**src/rtl/stripe_pkg.sv**
```systemverilog
// rtl/stripe_pkg.sv - shared types and constants for the stripe transmit controller
// Contents: one-hot FSM state encoding, active-lane-count codes, default fill byte,
//           and the cfg_lanes decode helper.
package stripe_pkg;

    typedef enum logic [2:0] {
        ST_IDLE   = 3'b001,
        ST_ACTIVE = 3'b010,
        ST_PAD    = 3'b100
    } state_t;

    // Lane-count codes share the cfg_lanes encoding; 2'b11 folds onto LANES_4.
    typedef enum logic [1:0] {
        LANES_4 = 2'b00,
        LANES_1 = 2'b01,
        LANES_2 = 2'b10
    } lanes_t;

    localparam logic [7:0] DEF_PAD_BYTE = 8'hBC;

    function automatic lanes_t decode_lanes(input logic [1:0] cfg);
        case (cfg)
            2'b01:   decode_lanes = LANES_1;
            2'b10:   decode_lanes = LANES_2;
            default: decode_lanes = LANES_4;
        endcase
    endfunction

endpackage

```
**src/rtl/stripe_lane_ptr.sv**
```systemverilog
// rtl/stripe_lane_ptr.sv - round-robin lane pointer with modulo-N wrap
// Ports:
//   clk, reset    clock and asynchronous active-high reset
//   advance       step the pointer to next_ptr
//   clear         force the pointer to lane 0 (ignored when advance is high)
//   lanes         active lane count used for wrap and is_last
//   ptr           current lane index
//   next_ptr      value the pointer takes on advance
//   is_last       ptr is the last active lane (N-1)
module stripe_lane_ptr
    import stripe_pkg::*;
(
    input  logic       clk,
    input  logic       reset,
    input  logic       advance,
    input  logic       clear,
    input  lanes_t     lanes,
    output logic [1:0] ptr,
    output logic [1:0] next_ptr,
    output logic       is_last
);

    // Four lanes rely on natural 2-bit rollover; fewer lanes clear explicitly.
    always_comb begin
        next_ptr = ptr + 2'd1;
        is_last  = (ptr == 2'd3);
        case (lanes)
            LANES_1: begin
                next_ptr = 2'd0;
                is_last  = 1'b1;
            end
            LANES_2: begin
                next_ptr = (ptr == 2'd1) ? 2'd0 : ptr + 2'd1;
                is_last  = (ptr == 2'd1);
            end
            default: ;
        endcase
    end

    always_ff @(posedge clk or posedge reset) begin
        if (reset) begin
            ptr <= 2'd0;
        end else if (advance) begin
            ptr <= next_ptr;
        end else if (clear) begin
            ptr <= 2'd0;
        end
    end

endmodule

```
**src/rtl/stripe_tx_ctrl.sv**
```systemverilog
// rtl/stripe_tx_ctrl.sv - byte-to-lane sequencer with end-of-packet stripe padding
// Optional feature macro: STRIPE_CNT_EN (adds stripe_cnt counter output)
// Ports:
//   clk, reset            clock and asynchronous active-high reset
//   cfg_lanes             active lanes: 00/11 = 4, 01 = 1, 10 = 2
//   in_valid/in_data/in_last/in_ready   upstream byte stream
//   out_valid/out_data/out_lane/out_ready   registered stream toward the striper
//   stripe_done           pulse after a byte is accepted on lane N-1
//   busy                  high while a packet is in progress (ACTIVE or PAD)
//   stripe_cnt            completed-stripe counter (STRIPE_CNT_EN only)
module stripe_tx_ctrl
    import stripe_pkg::*;
#(
    parameter logic [7:0] PAD_BYTE = DEF_PAD_BYTE
`ifdef STRIPE_CNT_EN
    ,
    parameter int CNT_W = 16
`endif
) (
    input  logic             clk,
    input  logic             reset,
    input  logic [1:0]       cfg_lanes,
    input  logic             in_valid,
    input  logic [7:0]       in_data,
    input  logic             in_last,
    output logic             in_ready,
    output logic             out_valid,
    output logic [7:0]       out_data,
    output logic [1:0]       out_lane,
    input  logic             out_ready,
    output logic             stripe_done,
`ifdef STRIPE_CNT_EN
    output logic [CNT_W-1:0] stripe_cnt,
`endif
    output logic             busy
);

    state_t     state;
    lanes_t     n_lat;
    lanes_t     cfg_n;
    lanes_t     lanes_eff;
    logic       load;
    logic       accept_data;
    logic       accept_pad;
    logic       accept;
    logic [1:0] ptr;
    logic [1:0] next_ptr;
    logic       is_last;

    assign cfg_n       = decode_lanes(cfg_lanes);
    assign load        = !out_valid || out_ready;
    assign in_ready    = (state != ST_PAD) && load;
    assign accept_data = in_valid && in_ready;
    assign accept_pad  = (state == ST_PAD) && load;
    assign accept      = accept_data || accept_pad;

    // The first byte of a packet must wrap on the live configuration, since
    // the latched count only updates on that same edge.
    assign lanes_eff = (state == ST_IDLE) ? cfg_n : n_lat;

    stripe_lane_ptr u_ptr (
        .clk      (clk),
        .reset    (reset),
        .advance  (accept),
        .clear    ((state == ST_IDLE) && !accept),
        .lanes    (lanes_eff),
        .ptr      (ptr),
        .next_ptr (next_ptr),
        .is_last  (is_last)
    );

    always_ff @(posedge clk or posedge reset) begin
        if (reset) begin
            state       <= ST_IDLE;
            n_lat       <= LANES_4;
            out_valid   <= 1'b0;
            out_data    <= 8'h00;
            out_lane    <= 2'd0;
            stripe_done <= 1'b0;
            busy        <= 1'b0;
        end else begin
            stripe_done <= accept && is_last;

            if (accept) begin
                out_valid <= 1'b1;
                out_data  <= (state == ST_PAD) ? PAD_BYTE : in_data;
                out_lane  <= ptr;
            end else if (out_ready) begin
                out_valid <= 1'b0;
            end

            case (state)
                ST_IDLE: begin
                    if (accept_data) begin
                        n_lat <= cfg_n;
                        if (!in_last) begin
                            state <= ST_ACTIVE;
                            busy  <= 1'b1;
                        end else if (next_ptr != 2'd0) begin
                            state <= ST_PAD;
                            busy  <= 1'b1;
                        end
                    end
                end
                ST_ACTIVE: begin
                    if (accept_data && in_last) begin
                        if (next_ptr == 2'd0) begin
                            state <= ST_IDLE;
                            busy  <= 1'b0;
                        end else begin
                            state <= ST_PAD;
                        end
                    end
                end
                ST_PAD: begin
                    if (accept_pad && next_ptr == 2'd0) begin
                        state <= ST_IDLE;
                        busy  <= 1'b0;
                    end
                end
                default: begin
                    state <= ST_IDLE;
                    busy  <= 1'b0;
                end
            endcase
        end
    end

`ifdef STRIPE_CNT_EN
    always_ff @(posedge clk or posedge reset) begin
        if (reset) begin
            stripe_cnt <= '0;
        end else if (stripe_done) begin
            stripe_cnt <= stripe_cnt + 1'b1;
        end
    end
`endif

endmodule
```
**config.mk**
```make
export PLATFORM = sky130hd
export DESIGN_NAME = stripe_tx_ctrl
export DESIGN_NICKNAME = d
export VERILOG_FILES = /design/src/rtl/stripe_pkg.sv /design/src/rtl/stripe_lane_ptr.sv /design/src/rtl/stripe_tx_ctrl.sv
export SDC_FILE = /design/constraint.sdc
export NUM_CORES = 1
export LEC_CHECK = 0
export BUFFER_PORTS_ARGS = -buffer_cell sky130_fd_sc_hd__buf_2
export CAP_MARGIN = 20
export CORE_MARGIN = 2
export CORE_UTILIZATION = 50
export DETAILED_ROUTE_END_ITERATION = 12
export GPL_TIMING_DRIVEN = 0
export HOLD_SLACK_MARGIN = 0.02
export PLACE_DENSITY = 0.85
export SLEW_MARGIN = 25
export SYNTH_ARGS = -nofsm -noshare
export SYNTH_HDL_FRONTEND = slang
export SYNTH_HIERARCHICAL = 1
export SYNTH_SLANG_ARGS = --single-unit
```
**constraint.sdc**
```tcl
create_clock -name clk -period 6.65 [get_ports clk]
set_input_delay 0.9975 -clock clk [delete_from_list [all_inputs] [get_ports clk]]
set_output_delay 0.9975 -clock clk [all_outputs]
set_load 0.1 [all_outputs]
```
### Word level (Yosys, flattened, before mapping)

Index checks and enable logic that the tools add are counted.

| operators by class | value |
|---|---|
| $add $sub $neg | 1 |
| eq/ne operators | 15 |
| multiplexer cells | 24 |
| reduce and logical (&&, ||, !) cells | 18 |

Operators with widths:

| cell | count |
|---|---|
| 3-bit 2-to-1 mux | 6 |
| 3-bit case mux with 3 select lines | 1 |
| 1-bit 2-to-1 mux | 8 |
| 2-bit 2-to-1 mux | 4 |
| 8-bit 2-to-1 mux | 1 |
| 2-bit case mux with 2 select lines | 2 |
| 1-bit logical AND | 7 |
| 2-bit by 1-bit == test with 1-bit output (second input constant) | 3 |
| 2-bit == test (second input constant) | 3 |
| 2-bit inequality test (second input constant) | 3 |
| 2-bit nonzero test | 3 |
| 5-bit AND reduction | 1 |
| 4-bit AND reduction | 1 |
| 3-bit by 1-bit == test with 1-bit output (second input constant) | 1 |
| 3-bit by 2-bit == test with 1-bit output (second input constant) | 1 |
| 3-bit == test (second input constant) | 1 |
| 3-bit by 2-bit inequality test with 1-bit output (second input constant) | 1 |
| 3-bit inequality test (second input constant) | 1 |
| 1-bit case mux with 3 select lines | 1 |
| 2-bit by 1-bit adder with 2-bit output (second input constant) | 1 |
| 1-bit zero test | 2 |
| 2-bit zero test | 1 |
| 1-bit logical OR | 2 |
| 2-bit by 1-bit inequality test with 1-bit output (second input constant) | 1 |
| other kinds (2) | 2 |

| storage, ports and cells | value |
|---|---|
| flip-flop bits (word level) | 20 |
| input bits | 15 |
| output and inout bits | 14 |

### Depth between registers and ports, before layout

| depth | value |
|---|---|
| depth after elaboration | 10 |
| gate-level depth with buffers | 13 |

### Cells and area by module

Netlist, hierarchy kept.

By module, submodules not included:

| module | times used | cells each | area an instance (µm²) | seq. area each (µm²) |
|---|---|---|---|---|
| stripe_tx_ctrl | 1 | 72 | 832.0 | 451.7 |
| stripe_lane_ptr | 1 | 24 | 205.2 | 50.0 |

### Worst setup path after synthesis

Ideal clock, no wire load.

| timing path | value |
|---|---|
| path kind | in2out |
| start | input out_ready |
| end | output in_ready |
| arrival | 2.301 ns |
| data required time | 5.653 ns |
| path slack | 3.351 ns |
| cell stages on the path | 2 |
| path buffers | 0 |
| cells stage by stage | nor2b_1 > nor2_1 |

| between the ends | value |
|---|---|
| word-level cells in the longest chain between the ends | 2 |

Ends and longest elaborated chain:

| what | RTL line | RTL |
|---|---|---|
| start, declared | stripe_tx_ctrl.sv:30 | `input logic out_ready,` |
| 1-bit logical OR | stripe_tx_ctrl.sv:51 | `assign load = !out_valid \|\| out_ready;` |
| 1-bit logical AND | stripe_tx_ctrl.sv:52 | `assign in_ready = (state != ST_PAD) && load;` |
| end, declared | stripe_tx_ctrl.sv:26 | `output logic in_ready,` |

Every way passes these cells.

### Final worst setup path

| timing path | value |
|---|---|
| start | register state[0] |
| end | register state[0] |

| between the ends | value |
|---|---|
| word-level cells in the longest chain between the ends | 8 |
| elaborated cells between the ends (all ways) | 23 |

Ends and longest elaborated chain:

| what | RTL line | RTL |
|---|---|---|
| start, declared | stripe_tx_ctrl.sv:38 | `state_t state;` |
| start signal, assigned | stripe_tx_ctrl.sv:74 | `state <= ST_IDLE;` |
| start signal, assigned | stripe_tx_ctrl.sv:97 | `state <= ST_ACTIVE;` |
| start signal, assigned | stripe_tx_ctrl.sv:100 | `state <= ST_PAD;` |
| 3-bit by 1-bit == test with 1-bit output (*) | stripe_tx_ctrl.sv:59 | `assign lanes_eff = (state == ST_IDLE) ? cfg_n : n_lat;` |
| 2-bit 2-to-1 mux (*) | stripe_tx_ctrl.sv:59 |  |
| named net lanes_eff[0] | stripe_tx_ctrl.sv:41 | `lanes_t lanes_eff;` |
| 2-bit == test / 2-bit by 1-bit == test with 1-bit output (equally long branches) | stripe_lane_ptr.sv:27 | `case (lanes)` |
| 2-bit case mux with 2 select lines (*) | stripe_lane_ptr.sv:27 |  |
| named net next_ptr[1] | stripe_tx_ctrl.sv:47 | `logic [1:0] next_ptr;` |
| 2-bit zero test | stripe_tx_ctrl.sv:107, stripe_tx_ctrl.sv:116 |  |
| 3-bit 2-to-1 mux / 1-bit logical AND (equally long branches) | stripe_tx_ctrl.sv:107, stripe_tx_ctrl.sv:116 |  |
| 3-bit 2-to-1 mux / 2-bit by 1-bit inequality test with 1-bit output (equally long branches) | -- |  |
| 3-bit case mux with 3 select lines / 4-bit AND reduction (equally long branches) | -- |  |

Mark *: on every way through the listed nets, which the timed path passes. The rest lies on a longest branch. The select of a mux whose other input is x is not followed.
A chain may end at the register's enable or synchronous reset.

==> impl_metrics.csv <==
group,metric,value,unit
run_status,outcome,"finished clean",
routing,drc,0,
timing,maxSlewHeadroom,54.1,%
final_layout,utilization,64.2,%
final_layout,synthToLayoutAreaGrowth,21.4,%
clocking,cts_sinks,20,
routing,drtIter0Drc,9,
synthesis,synth_seq_cells,20,
placement,dp_hpwl,1600,um
placement,portBuffers,27,
worst_hold_path,min_path_type,"reg -> reg",
placement,gp_congestion,0.855,
power,p_sw,328,uW
routing,wirelength,2030,um
timing,rsz0062_at_grt,"no",
flow_run,cap_violations,0,
global_route,overflow,0,
timing,finalHoldViolations,0,
final_layout,n_fill_cell,174,
power,seq_power_share,28.9,%
power,switching_share,51.1,%
global_route,grt_first_pass_wirelength,3670,um
timing,post-route-period-util,41.7,%
routing,wire_per_inst,13.2,um
critical_path,start_kind,"register",
clocking,cts.repair.resized,0,
timing,finClkSkew,0.00491,ns
die,die_area,2450,um^2
critical_path,crit_path_max_incr_delay,0.59,ns
critical_path,cp_cell_sequence,"nand2b_1 -> or2_0 -> clkbuf_1 -> o21ai_0 -> inv_1 -> ha_1 -> nand3b_1 -> o21ai_2 -> nor2_1 -> a21boi_1 -> o31ai_1 -> or2_1",
synthesis,netlist_instances,96,
critical_path,slowest_stage,"dfstp_2",
power,power.leakage,0.621,nW
power,power.total,641,uW
clocking,clk-insertion-delay-late,0.30,ns
routing,vias,816,
critical_path,cp-end-kind,"register",
clocking,ctsHtreeMaxLevel,1,
power,power.density,509,nW/um^2
clocking,tritoncts,"done",
die,start_util,52.9,%
critical_path,arrival,3.02,ns
global_route,grt.total_usage,19.1,%
timing,setup_tns,0,ns
clocking,cts_max_path_buffers,2,
final_layout,finalNetCount,148,
power,irDropWorstVdd,282,uV
synthesis,synth-seq-area-share,48.4,%
routing,firstDrtPassIters,4,
routing,ant_nets,0,
final_layout,drive_gt1_share,33.1,%
power,p_comb_share,55.6,%
synthesis,synthesis.nets,116,
routing,avgViaCountPerCell,5.30,
clocking,postCtsSetupRepairBufs,0,
final_layout,final_cell_mix,"buf_2 (28), dfrtp_1 (19), inv_1 (8)",
timing,final.min_clock_period,2.77,ns
global_route,grt_max_degree,19,
synthesis,netlist_area,1040,um^2
die,row_count,16,
clocking,cts_made_buffers,3,
timing,fmax,360,MHz
critical_path,worstPathRequired,6.89,ns
die,die_w,49.5,um
synthesis,yosysUniqueCellTypes,36,
critical_path,path_delay_family,"simple AND/OR/NAND/NOR gates",
placement,preCtsSetupSlack,3.69,ns
critical_path,critPathBufInv,2,
clocking,holdBufCountCts,0,
timing,whs,0.511,ns
die,ios,29,
global_route,grt_antenna_before_repair,0,
synthesis,synth_warnings,6,
synthesis,synthesis.area_per_instance,10.8,um^2
global_route,grt_pass1_vias,889,
power,p_int,313,uW
timing,slew_viol_final,0,
die,die_h,49.5,um
critical_path,cp_max_fo,7,
die,coreArea,1960,um^2
power,p_clk_share,15.5,%
critical_path,crit_type,"reg -> reg",
final_layout,layout_commonest_cell,"buf_2",
timing,worst_pin_slew,0.688,ns
final_layout,diodes,0,
timing,setup_viol,0,
clocking,root_buffer,"clkbuf_4",
clocking,clk_pin_slew_worst_paths,0.12,ns
timing,worst_slack,3.88,ns
area by class of cell:
type / instances / area, um^2 / area share [%]
flip-flops and latches: 20 / 502 / 39.9
clock inverters: 1 / 30.0 / 2.39
plain buffers: 3 / 12.5 / 0.994
well taps: 27 / 33.8 / 2.68
clock buffers: 3 / 22.5 / 1.79
repair buffers: 27 / 135 / 10.7
multi-input cells: 65 / 493 / 39.2
inverters: 8 / 30.0 / 2.39
final timing paths:
check	start	endpoint	slack [ns]	depth (start not counted)
min	state[2]	state[1]	0.51	1
min in group asynchronous	reset	u_ptr/ptr[1]	0.53	2
max reg2reg	state[0]	state[0]	3.88	12
max in group asynchronous	reset	n_lat[0]	5.42	2
max	state[0]	state[0]	3.88	12
min reg2reg	state[2]	state[1]	0.51	1
synthesized netlist by cell type:
cell	instances	area [um^2]
or3_1	2	12.5
nand3b_4	1	20.0
nor2_1	5	18.8
dfstp_2	1	26.3
o21bai_1	1	7.51
nand4_1	1	6.26
a22o_1	3	26.3
a21boi_1	1	7.51
o22a_1	5	43.8
o22ai_1	1	6.26
nor2b_1	2	12.5
nor3b_1	1	7.51
mux2_2	3	33.8
nand2_1	4	15.0
ha_1	5	62.6
a21oi_1	3	15.0
nand3b_1	2	15.0
dfrtp_1	19	475
nor3b_4	1	18.8
a31oi_1	1	6.26
nor3_1	2	10.0
or2_0	1	6.26
a21o_1	2	15.0
o211ai_1	1	7.51
nand3_1	1	5.00
nand2b_1	4	25.0
a21oi_2	1	8.76
clkbuf_1	2	7.51
buf_2	1	5.00
o21ai_2	2	17.5
and2_1	1	6.26
o21ai_0	4	20.0
or2_1	1	6.26
inv_1	8	30.0
mux2_4	1	15.0
o31ai_1	2	15.0
logic make-up (layout without fill, tap and decap cells):
family | after synthesis | count (layout) | share of synthesized area (%)
compound gates | 27 | 27 | 18.9
fa+ha+maj | 5 | 5 | 6.03
buf+inv | 11 | 42 | 4.10
flops | 20 | 20 | 48.4
mux | 4 | 4 | 4.70
simple gates | 29 | 29 | 17.9
registers in the layout (all words and copies together), names as in the netlist:
signal       cells
out_data         8
state            3
n_lat            2
out_lane         2
u_ptr/ptr        2
busy             1
out_valid        1
stripe_done      1
worst register-to-register path, stage by stage, from the launching register on:
cell and delay [ns]:
dfstp_2 0.59, nand2b_1 0.09, or2_0 0.20, clkbuf_1 0.16, o21ai_0 0.30, inv_1 0.09, ha_1 0.35, nand3b_1 0.19
o21ai_2 0.10, nor2_1 0.10, a21boi_1 0.22, o31ai_1 0.10, or2_1 0.22
power groups by stage:
stage | combinational (mW) | sequential, mW | clock (mW)
after floorplan | 0.147 | 0.334 | 0
after global placement | 0.345 | 0.185 | 0
after detailed placement | 0.357 | 0.188 | 0
after CTS | 0.357 | 0.186 | 0.101
after global routing | 0.381 | 0.192 | 0.105
final | 0.357 | 0.185 | 0.0991
metrics by stage:
step                      std cells  instance area (um^2)
after CTS                       154                  1260
after floorplan                  96                  1040
final                           154                  1260
after global routing            154                  1260
after detailed placement        150                  1210
after global placement          150                  1210
layer usage:
| metal | wire, um | share of wire (%) | GRT usage (%) | vias to the layer above |
|---|---|---|---|---|
| li1 | - | - | - | 404 |
| met1 | 824 | 41 | 21.0 | 382 |
| met2 | 1090 | 53 | 36.2 | 28 |
| met3 | 107 | 5.3 | 2.42 | 2 |
| met4 | 13 | 0.64 | 7.87 | 0 |
| met5 | 0 | 0 | 0 | - |
(Power assumes the default switching activity.)
